File: src/rtl/cmd_sched_if.sv
// Request/engine bundle between the requesting agents, the scheduler and the command engine.
// Latency: none (wires only).
// Backpressure: req_valid is held until req_ack; the engine throttles starts through eng_ready.
//   master: scheduler side (drives ack/done/err pulses, eng_start, eng_cmd, busy)
//   slave : agents plus engine side (drives req_valid, req_cmd, eng_ready, eng_done)
interface cmd_sched_if #(
    parameter int NREQ = 4
) ();
    logic [NREQ-1:0]   req_valid;
    logic [2*NREQ-1:0] req_cmd;
    logic [NREQ-1:0]   req_ack;
    logic [NREQ-1:0]   req_done;
    logic [NREQ-1:0]   req_err;
    logic              eng_start;
    logic [1:0]        eng_cmd;
    logic              eng_ready;
    logic              eng_done;
    logic              busy;

    modport master (
        input  req_valid, req_cmd, eng_ready, eng_done,
        output req_ack, req_done, req_err, eng_start, eng_cmd, busy
    );

    modport slave (
        output req_valid, req_cmd, eng_ready, eng_done,
        input  req_ack, req_done, req_err, eng_start, eng_cmd, busy
    );
endinterface

File: src/rtl/cmd_sched.sv
// Round-robin scheduler sharing one command engine among NREQ requesters.
// Latency: start/ack one cycle after arbitration; done/err one cycle after engine done or timeout.
// Backpressure: no arbitration while eng_ready is low or a command is outstanding (one in flight).
//   ports: clk, rstn (async active-low), bus (cmd_sched_if.master: requests, engine handshake, busy)
//   all outputs are registered; eng_cmd holds the last issued command until the next grant.
module cmd_sched #(
    parameter int NREQ    = 4,
    parameter int TIMEOUT = 64
) (
    input  logic        clk,
    input  logic        rstn,
    cmd_sched_if.master bus
);
    localparam int IW = $clog2(NREQ);
    localparam int CW = $clog2(TIMEOUT);

    typedef enum logic [1:0] {
        S_IDLE  = 2'd0,
        S_START = 2'd1,
        S_WAIT  = 2'd2
    } state_t;

    state_t            state_q, state_d;
    logic [IW-1:0]     ptr_q, ptr_d;
    logic [IW-1:0]     win_q, win_d;
    logic [CW-1:0]     cnt_q, cnt_d;
    logic [1:0]        eng_cmd_q, eng_cmd_d;
    logic [NREQ-1:0]   req_ack_q, req_ack_d;
    logic [NREQ-1:0]   req_done_q, req_done_d;
    logic [NREQ-1:0]   req_err_q, req_err_d;
    logic              eng_start_q, eng_start_d;
    logic              busy_q, busy_d;

    // Arbitration results
    logic [NREQ-1:0]   rot;
    logic              arb_found;
    logic [IW-1:0]     arb_win;
    logic [1:0]        arb_cmd;
    logic [IW:0]       arb_sum;
    logic [IW:0]       ptr_inc;
    logic [IW-1:0]     ptr_next;

    function automatic logic [NREQ-1:0] onehot(input logic [IW-1:0] idx);
        return {{(NREQ-1){1'b0}}, 1'b1} << idx;
    endfunction

    // Rotate the request vector so bit 0 is the requester at ptr; the first
    // set bit is then the round-robin winner, offset back by ptr.
    always_comb begin
        rot       = NREQ'({bus.req_valid, bus.req_valid} >> ptr_q);
        arb_found = 1'b0;
        arb_win   = '0;
        arb_sum   = '0;
        for (int k = 0; k < NREQ; k++) begin
            if (!arb_found && rot[k]) begin
                arb_found = 1'b1;
                arb_sum   = {1'b0, ptr_q} + (IW+1)'(k);
                if (arb_sum >= (IW+1)'(NREQ)) begin
                    arb_sum = arb_sum - (IW+1)'(NREQ);
                end
                arb_win = arb_sum[IW-1:0];
            end
        end
    end

    always_comb begin
        arb_cmd = 2'b00;
        for (int k = 0; k < NREQ; k++) begin
            if (arb_win == IW'(k)) begin
                arb_cmd = bus.req_cmd[2*k +: 2];
            end
        end
    end

    // Pointer moves to the requester just after the one that finished.
    always_comb begin
        ptr_inc  = {1'b0, win_q} + (IW+1)'(1);
        ptr_next = (ptr_inc == (IW+1)'(NREQ)) ? '0 : ptr_inc[IW-1:0];
    end

    // Next-state and registered-output values
    always_comb begin
        state_d     = state_q;
        ptr_d       = ptr_q;
        win_d       = win_q;
        cnt_d       = cnt_q;
        eng_cmd_d   = eng_cmd_q;
        req_ack_d   = '0;
        req_done_d  = '0;
        req_err_d   = '0;
        eng_start_d = 1'b0;
        busy_d      = 1'b0;

        case (state_q)
            S_IDLE: begin
                if (bus.eng_ready && arb_found) begin
                    state_d     = S_START;
                    win_d       = arb_win;
                    eng_cmd_d   = arb_cmd;
                    req_ack_d   = onehot(arb_win);
                    eng_start_d = 1'b1;
                    busy_d      = 1'b1;
                end
            end
            S_START: begin
                // eng_done is deliberately not looked at here.
                state_d = S_WAIT;
                cnt_d   = '0;
                busy_d  = 1'b1;
            end
            S_WAIT: begin
                // done is tested first so it wins over a coincident timeout.
                if (bus.eng_done) begin
                    state_d    = S_IDLE;
                    req_done_d = onehot(win_q);
                    ptr_d      = ptr_next;
                end else if (cnt_q == CW'(TIMEOUT-1)) begin
                    state_d   = S_IDLE;
                    req_err_d = onehot(win_q);
                    ptr_d     = ptr_next;
                end else begin
                    cnt_d  = cnt_q + CW'(1);
                    busy_d = 1'b1;
                end
            end
            default: begin
                state_d = S_IDLE;
            end
        endcase
    end

    always_ff @(posedge clk or negedge rstn) begin
        if (!rstn) begin
            state_q     <= S_IDLE;
            ptr_q       <= '0;
            win_q       <= '0;
            cnt_q       <= '0;
            eng_cmd_q   <= 2'b00;
            req_ack_q   <= '0;
            req_done_q  <= '0;
            req_err_q   <= '0;
            eng_start_q <= 1'b0;
            busy_q      <= 1'b0;
        end else begin
            state_q     <= state_d;
            ptr_q       <= ptr_d;
            win_q       <= win_d;
            cnt_q       <= cnt_d;
            eng_cmd_q   <= eng_cmd_d;
            req_ack_q   <= req_ack_d;
            req_done_q  <= req_done_d;
            req_err_q   <= req_err_d;
            eng_start_q <= eng_start_d;
            busy_q      <= busy_d;
        end
    end

    assign bus.req_ack   = req_ack_q;
    assign bus.req_done  = req_done_q;
    assign bus.req_err   = req_err_q;
    assign bus.eng_start = eng_start_q;
    assign bus.eng_cmd   = eng_cmd_q;
    assign bus.busy      = busy_q;
endmodule

File: src/flat_wrapper.sv
// flat-port wrapper written by rule: the top's interface ports become plain ports
module cmd_sched_flat 
#(
    parameter int NREQ    = 4,
    parameter int TIMEOUT = 64
)
  (clk, rstn, bus_req_valid, bus_req_cmd, bus_eng_ready, bus_eng_done, bus_req_ack, bus_req_done, bus_req_err, bus_eng_start, bus_eng_cmd, bus_busy);
  cmd_sched_if #(.NREQ(NREQ)) bus_i ();
  input  logic clk;
  input  logic rstn;
  input wire logic [$bits(bus_i.req_valid)-1:0] bus_req_valid;
  input wire logic [$bits(bus_i.req_cmd)-1:0] bus_req_cmd;
  input wire logic [$bits(bus_i.eng_ready)-1:0] bus_eng_ready;
  input wire logic [$bits(bus_i.eng_done)-1:0] bus_eng_done;
  output wire logic [$bits(bus_i.req_ack)-1:0] bus_req_ack;
  output wire logic [$bits(bus_i.req_done)-1:0] bus_req_done;
  output wire logic [$bits(bus_i.req_err)-1:0] bus_req_err;
  output wire logic [$bits(bus_i.eng_start)-1:0] bus_eng_start;
  output wire logic [$bits(bus_i.eng_cmd)-1:0] bus_eng_cmd;
  output wire logic [$bits(bus_i.busy)-1:0] bus_busy;
  assign bus_i.req_valid = bus_req_valid;
  assign bus_i.req_cmd = bus_req_cmd;
  assign bus_i.eng_ready = bus_eng_ready;
  assign bus_i.eng_done = bus_eng_done;
  assign bus_req_ack = bus_i.req_ack;
  assign bus_req_done = bus_i.req_done;
  assign bus_req_err = bus_i.req_err;
  assign bus_eng_start = bus_i.eng_start;
  assign bus_eng_cmd = bus_i.eng_cmd;
  assign bus_busy = bus_i.busy;
  cmd_sched #(.NREQ(NREQ), .TIMEOUT(TIMEOUT)) u_core (.clk(clk), .rstn(rstn), .bus(bus_i));
endmodule
File: config.mk
export PLATFORM = sky130hd
export DESIGN_NAME = cmd_sched_flat
export DESIGN_NICKNAME = d
export VERILOG_FILES = /design/src/rtl/cmd_sched_if.sv /design/src/rtl/cmd_sched.sv /design/src/flat_wrapper.sv
export SDC_FILE = /design/constraint.sdc
export NUM_CORES = 1
export LEC_CHECK = 0
export CAP_MARGIN = 25
export CORE_ASPECT_RATIO = 1.25
export CORE_MARGIN = 2
export CORE_UTILIZATION = 30
export DETAILED_ROUTE_END_ITERATION = 6
export GPL_ROUTABILITY_DRIVEN = 0
export PLACE_DENSITY = 0.61
export SLEW_MARGIN = 20
export SYNTH_ARGS = -nofsm -noshare
export SYNTH_HDL_FRONTEND = slang
export SYNTH_SLANG_ARGS = --single-unit
export TNS_END_PERCENT = 30
File: constraint.sdc
create_clock -name clk -period 1.8 [get_ports clk]
set_input_delay 0.27 -clock clk [delete_from_list [all_inputs] [get_ports clk]]
set_output_delay 0.27 -clock clk [all_outputs]
set_load 0.01 [all_outputs]
==> impl_metrics.json, run 1 <==
{
  "place_area_sq_um": 1809,
  "fin_hold_ws_ns": 0.3603,
  "ys.flop_type": "dfrtp_1",
  "drtAntennaViolNets": 0,
  "seq_area_frac_synth_pct": 52.00,
  "drt_iter0_drc": 17,
  "final-seq-area_sq_um": 700.7,
  "fin_util_pct": 43.15,
  "wire_per_inst_um": 11.65,
  "clockRootBuffer": "clkbuf_8",
  "finalSetupViolCount": 0,
  "rsz0062_at_grt": "no",
  "cap_violations": 0,
  "synth.avg_cell_area_sq_um": 10.61,
  "drive_gt1_share_pct": 12.94,
  "nNetsFinal": 192,
  "pre_cts_ws_ns": -0.04805,
  "cts_setup_buffers": 0,
  "antenna_found_initial": 0,
  "crit_type": "flop to flop",
  "grt_use_total_pct": 11.65,
  "cts.sinks": 28,
  "hold_buffers": 0,
  "die_area_sq_um": 5047,
  "synth_compound_area_share_pct": 16.43,
  "worstPathMaxFanout": 7,
  "yosys.area.top_type": "dfrtp_1",
  "cts_tree": "done",
  "final_area_sq_um": 1881,
  "grt_max_degree": 29,
  "skew_ns": 0.005565,
  "power_density_nw_per_um2": 1182,
  "cts_made_buffers": 3,
  "synth_commonest_cells": "28 x dfrtp_1, 11 x nand2_1, 10 x nor2_1, 6 x inv_1",
  "grt.overflow.total": 0,
  "critPathRequiredTime_ns": 1.96,
  "period_share_pct": 89.19,
  "netlist_area_sq_um": 1348,
  "p_leak_uw": 0.0008401,
  "synth-simple-area-share_pct": 21.45,
  "yosys.cell_types.count": 40,
  "via_per_inst": 4.618,
  "synth_nets": 148,
  "synth-edff-count": 0,
  "fill_cells": 415,
  "max_freq_ghz": 0.6229,
  "die_h_um": 78.93,
  "clock_path_buffers": 2,
  "post_cts_resized": 0,
  "r2r_slack_ns": 0.19,
  "clk_pin_slew_ns": 0.09,
  "syn_inst": 127,
  "fin_crit_ns": 1.605,
  "hp-class": "input port to asynchronous set/reset pin",
  "syn_to_final_growth_pct": 39.55,
  "routed-via-count": 1053,
  "worstReg2RegEnd": "u_core.bus.eng_cmd[1]$_DFFE_PN0P_",
  "grt_pass1_vias": 1100,
  "ios": 32,
  "grt_pass1_wl_um": 4602,
  "yosys-top-cells-area": "dfrtp_1 52%, ha_1 4.6%, nand2_1 3.1%",
  "placementRows": 27,
  "core_area_sq_um": 4358,
  "dp_hpwl_um": 2070,
  "synth_mux_area_share_pct": 1.578,
  "num_antenna_cells": 0,
  "cp-start-kind": "flop",
  "synth-seq-cells": 28,
  "synth-xor-area-share_pct": 1.300,
  "fp.dieW_um": 63.95,
  "route.detailed.drc": 0,
  "reg2reg_from": "u_core.ptr_q[1]$_DFFE_PN0P_",
  "status": "finished, final reports clean",
  "slew_violations": 0,
  "port_buffers": 31,
  "slew_headroom_pct": 69.07,
  "multiInputGateArea_sq_um": 611.8,
  "postRouteWirelength_um": 2657,
  "worst_ep_arrival_time_ns": 1.77,
  "yosysMostFrequentCell": "dfrtp_1",
  "htree_levels": 1,
  "worst_slew_pin_slew_ns": 0.4629,
  "synth_top_family_by_area": "simple AND/OR/NAND/NOR gates",
  "synthArstFlopShare_pct": 100.0,
  "synthAdderAreaFrac_pct": 4.643,
  "worstSkewPairLatency_ns": 0.28,
  "rr_worst_depth": 5,
  "hold_viol": 0,
  "yosys_warnings": 0,
  "end_kind": "flop",
  "vdd_drop_max_mv": 0.3781,
  "initial_core_util_pct": 30.92,
  "drtPass1Iterations": 4,
  "yosysTopAreaCellShare_pct": 52.00,
  "timing.final.ws_setup_ns": 0.1946
}
[report_power, final]
group / internal [uW] / total (uW) / switching [uW] / leakage [uW]
clock network: 298 / 487 / 189 / 0.0000357
registers: 773 / 927 / 155 / 0.000374
logic: 429 / 809 / 380 / 0.000431
[routing by layer]
layer  wire [um]  global-route usage [%]  vias up
met5           0                       0        -
met4          70                   7.826        0
li1            -                       -      531
met3          95                   1.700        5
met1        1097                   11.92      488
met2        1393                   21.56       29
[worst max-delay path, cell delays in order (launching register included)]
cell	delay, ns
dfrtp_1	0.46
mux2i_1	0.25
o22ai_2	0.15
or2_1	0.25
a211oi_1	0.27
o31ai_1	0.11
[how the worst max path moves through the flow]
| stage | start | to | slack, ns | cells past startpoint |
|---|---|---|---|---|
| after floorplan | u_core.cnt_q[1]$_DFFE_PN0P_ | u_core.ptr_q[1]$_DFFE_PN0P_ | 0.31 | 4 |
| final | u_core.ptr_q[1]$_DFFE_PN0P_ | u_core.bus.eng_cmd[1]$_DFFE_PN0P_ | 0.19 | 5 |
| after CTS | u_core.ptr_q[1]$_DFFE_PN0P_ | u_core.bus.eng_cmd[1]$_DFFE_PN0P_ | 0.17 | 5 |
| after detailed placement | bus_req_valid[3] | u_core.win_q[0]$_DFFE_PN0P_ | -0.05 | 6 |
| after global placement | bus_req_valid[3] | u_core.win_q[0]$_DFFE_PN0P_ | -0.03 | 6 |
| after global routing | u_core.ptr_q[1]$_DFFE_PN0P_ | u_core.bus.eng_cmd[1]$_DFFE_PN0P_ | 0.04 | 5 |
[state kept, by name, summed over array words and instances, names as in the netlist]
register and flops:
u_core.bus.req_done 4, u_core.bus.req_err 4, u_core.bus.busy 1, u_core.state_q 2, u_core.cnt_q 6, u_core.bus.req_ack 4, u_core.win_q 2, u_core.ptr_q 2
u_core.bus.eng_start 1, u_core.bus.eng_cmd 2
[cells by family (layout without fill, tap and decap cells)]
family	Yosys count	in the layout
buffers and inverters	9	52
DFF	28	28
adders and majority gates	5	5
xor gates and xnor gates	2	2
muxes	2	2
AOI/OAI and AO/OA	28	28
and+or+nand+nor	53	53
[per-stage QoR]
stage               power [uW]  instances  setup TNS, ns
floorplan                 1374        127              0
global placement          1733        224       -0.06281
detailed placement        1762        224        -0.1324
CTS                       2258        228              0
global route              2389        228              0
finish                    2223        228              0
[placed cells by master, fill, tap and decap left out, types with 3 or more instances in the layout]
cell	count
a211oi_1	5
a21oi_1	5
and2_1	5
and3_1	5
buf_4	9
clkbuf_8	3
clkdlybuf4s50_1	31
dfrtp_1	28
ha_1	5
inv_1	6
nand2_1	11
nand3_1	4
nor2_1	10
nor3b_1	4
o21ai_0	4
o21ai_1	3
[area by class of cell]
cell class / instances / area share [%]
inverters: 7 / 1.397
multi-input cells: 90 / 32.54
clock inverters: 1 / 1.597
repair buffers: 41 / 21.16
flip-flops and latches: 28 / 37.26
clock buffers: 3 / 2.196
well taps: 58 / 3.859
Note: power is estimated with default switching activity, not from simulation.
==> inputs of run 2 (changes only) <==
--- a/config.mk
+++ b/config.mk
@@ -12,7 +12,6 @@
 export DETAILED_ROUTE_END_ITERATION = 6
 export GPL_ROUTABILITY_DRIVEN = 0
 export PLACE_DENSITY = 0.61
-export SLEW_MARGIN = 20
 export SYNTH_ARGS = -nofsm -noshare
 export SYNTH_HDL_FRONTEND = slang
 export SYNTH_SLANG_ARGS = --single-unit
==> constraint.sdc (replaced) <==
create_clock -name clk -period 1.8 [get_ports clk]
set_input_delay 0.45 -clock clk [delete_from_list [all_inputs] [get_ports clk]]
set_output_delay 0.45 -clock clk [all_outputs]
set_load 0.01 [all_outputs]
==> impl_metrics.json, run 2 (synthesis results as in run 1) <==
{
  "die_area_sq_um": 5047,
  "cts.sinks": 28,
  "ios": 32,
  "r2r_slack_ns": 0.21,
  "grt_pass1_vias": 1123,
  "drive_gt1_share_pct": 15.03,
  "crit_path_max_incr_delay_ns": 0.53,
  "dp_hpwl_um": 2068,
  "switching_power_uw": 740.4,
  "cap_violations": 0,
  "top_register": "u_core.cnt_q",
  "drtAntennaViolNets": 0,
  "worst_slew_pin_slew_ns": 0.3878,
  "max_freq_ghz": 0.5811,
  "placementRows": 27,
  "seqPwrFrac_pct": 41.3,
  "final_cells": 231,
  "hold_viol": 0,
  "status": "finished, final reports clean",
  "syn_to_final_growth_pct": 41.60,
  "rr_worst_depth": 5,
  "via_per_inst": 4.589,
  "slew_violations": 0,
  "nNetsFinal": 195,
  "fin_crit_ns": 1.721,
  "postRouteWirelength_um": 2636,
  "finalPower_uw": 2262,
  "rsz0062_at_grt": "no",
  "worstSkewPairLatency_ns": 0.27,
  "fill_cells": 423,
  "routed-via-count": 1060,
  "port_buffers": 31,
  "crit_type": "input port to flop",
  "route.met3.wl_um": 101,
  "met2WireLength_um": 1396,
  "top_layer": "met4",
  "critPathLaunch": "bus_req_valid[3]",
  "critPathRequiredTime_ns": 1.96,
  "drt_iter0_drc": 29,
  "clockRootBuffer": "clkbuf_8",
  "skew_ns": 0.008092,
  "cts_tree": "done",
  "hp-class": "flop to flop",
  "path_cells": "clkdlybuf4s50_1, or4_1, nand3_2, inv_2, nand2_1, o21ai_1",
  "reg2reg_from": "u_core.ptr_q[1]$_DFFE_PN0P_",
  "fin_util_pct": 43.78,
  "power_density_nw_per_um2": 1186,
  "mostFrequentLayoutCell": "clkdlybuf4s50_1",
  "grt.overflow.total": 0,
  "wire_per_inst_um": 11.41,
  "grt_max_degree": 29,
  "cp-start-kind": "input port",
  "place_inst": 227,
  "grt_pass1_wl_um": 4560,
  "period_share_pct": 95.60,
  "timing.final.ws_setup_ns": 0.07922,
  "htree_levels": 1,
  "core_area_sq_um": 4358,
  "antenna_found_initial": 0,
  "drtPass1Iterations": 3,
  "cts_made_buffers": 3,
  "p_leak_uw": 0.0008570,
  "vdd_drop_max_mv": 0.3902,
  "largest_reg_flops": 6,
  "route.detailed.drc": 0,
  "final_cell_mix": "31 x clkdlybuf4s50_1, 28 x dfrtp_1, 12 x buf_4",
  "clock_path_buffers": 2,
  "pre_cts_ws_ns": -0.2205,
  "critPathCapture": "u_core.win_q[0]$_DFFE_PN0P_",
  "path_buf_inv": 2,
  "worst_ep_arrival_time_ns": 1.88,
  "wl_met1_um": 1078,
  "crit_cells": 6,
  "fp.dieW_um": 63.95,
  "grt_use_total_pct": 11.28,
  "clk_pin_slew_ns": 0.09,
  "worstReg2RegEnd": "u_core.bus.eng_cmd[0]$_DFFE_PN0P_",
  "internal_power_uw": 1522,
  "finalSetupViolCount": 0,
  "end_kind": "flop",
  "final.setup.tns_ns": 0,
  "combPwrFrac_pct": 37.1,
  "num_antenna_cells": 0,
  "worstPathMaxFanout": 5,
  "slew_headroom_pct": 74.15,
  "die_h_um": 78.93,
  "swShare_pct": 32.73,
  "initial_core_util_pct": 30.92,
  "clockPowerShare_pct": 21.6,
  "hold_buffers": 0,
  "critPathTopFamily": "simple AND/OR/NAND/NOR gates",
  "critPathSlowestCell": "or4_1",
  "min-delay-start": "u_core.bus.eng_cmd[0]$_DFFE_PN0P_"
}
-- run 2: worst reg2reg max path: cells and delay by family, from the launching register on --
family,cells,cell delay [ns]
muxes,1,0.25
and+or+nand+nor,1,0.25
AOI/OAI and AO/OA,3,0.49
DFF,1,0.49
-- run 2: worst min path at each step --
stage,to,slack [ns],cells after the start
3_5_place_dp,u_core.bus.eng_cmd[1]$_DFFE_PN0P_,0.49,2
3_3_place_gp,u_core.bus.eng_cmd[0]$_DFFE_PN0P_,0.49,2
2_1_floorplan,u_core.bus.busy$_DFF_PN0_,0.15,0
4_1_cts,u_core.bus.eng_cmd[1]$_DFFE_PN0P_,0.51,2
6_report,u_core.bus.eng_cmd[0]$_DFFE_PN0P_,0.51,2
5_1_grt,u_core.bus.eng_cmd[1]$_DFFE_PN0P_,0.55,2
-- run 2: routing by layer --
| metal | global-route usage (%) | vias to the layer above |
|---|---|---|
| met1 | 11.81 | 493 |
| met2 | 21.77 | 27 |
| li1 | - | 535 |
| met4 | 5.870 | 0 |
| met3 | 1.133 | 5 |
| met5 | 0 | - |
-- run 2: timing repair --
item	4_1_cts	5_1_grt
endpoints found under the setup margin	0	1
setup buffers	0	0
gates resized for setup	0	1
-- run 2: final cells by class --
class                           instances  area, sq um  area share (%)
Tap cell                               58        72.57           3.803
Inverter                                7        26.28           1.377
Clock buffer                            3        41.29           2.164
Sequential cell                        28        700.7           36.72
Multi-Input combinational cell         90        616.8           32.33
Clock inverter                          1        30.03           1.574
Timing Repair Buffer                   44        420.4           22.03
-- run 2: power groups by stage --
stage / clock [uW] / sequential [uW] / combinational [uW]
2_1_floorplan: 0 / 909 / 464
3_3_place_gp: 0 / 930 / 829
3_5_place_dp: 0 / 941 / 846
4_1_cts: 498 / 930 / 853
5_1_grt: 535 / 958 / 935
6_report: 488 / 935 / 839
-- run 2: through the flow --
stage | cell area, sq um | hold WS (ns)
6_report | 1908 | 0.5067
5_1_grt | 1908 | 0.5485
4_1_cts | 1903 | 0.5121
3_5_place_dp | 1832 | 0.4911
3_3_place_gp | 1832 | 0.4859
2_1_floorplan | 1348 | 0.1544
==> inputs of run 3 (changes only) <==
--- a/config.mk
+++ b/config.mk
@@ -9,6 +9,7 @@
 export CORE_ASPECT_RATIO = 1.25
 export CORE_MARGIN = 2
 export CORE_UTILIZATION = 30
+export CTS_CLUSTER_DIAMETER = 200
 export DETAILED_ROUTE_END_ITERATION = 6
 export GPL_ROUTABILITY_DRIVEN = 0
 export PLACE_DENSITY = 0.61
==> results of run 3 <==
Same layout as run 2: the final DEF is identical, and so are final timing and power.
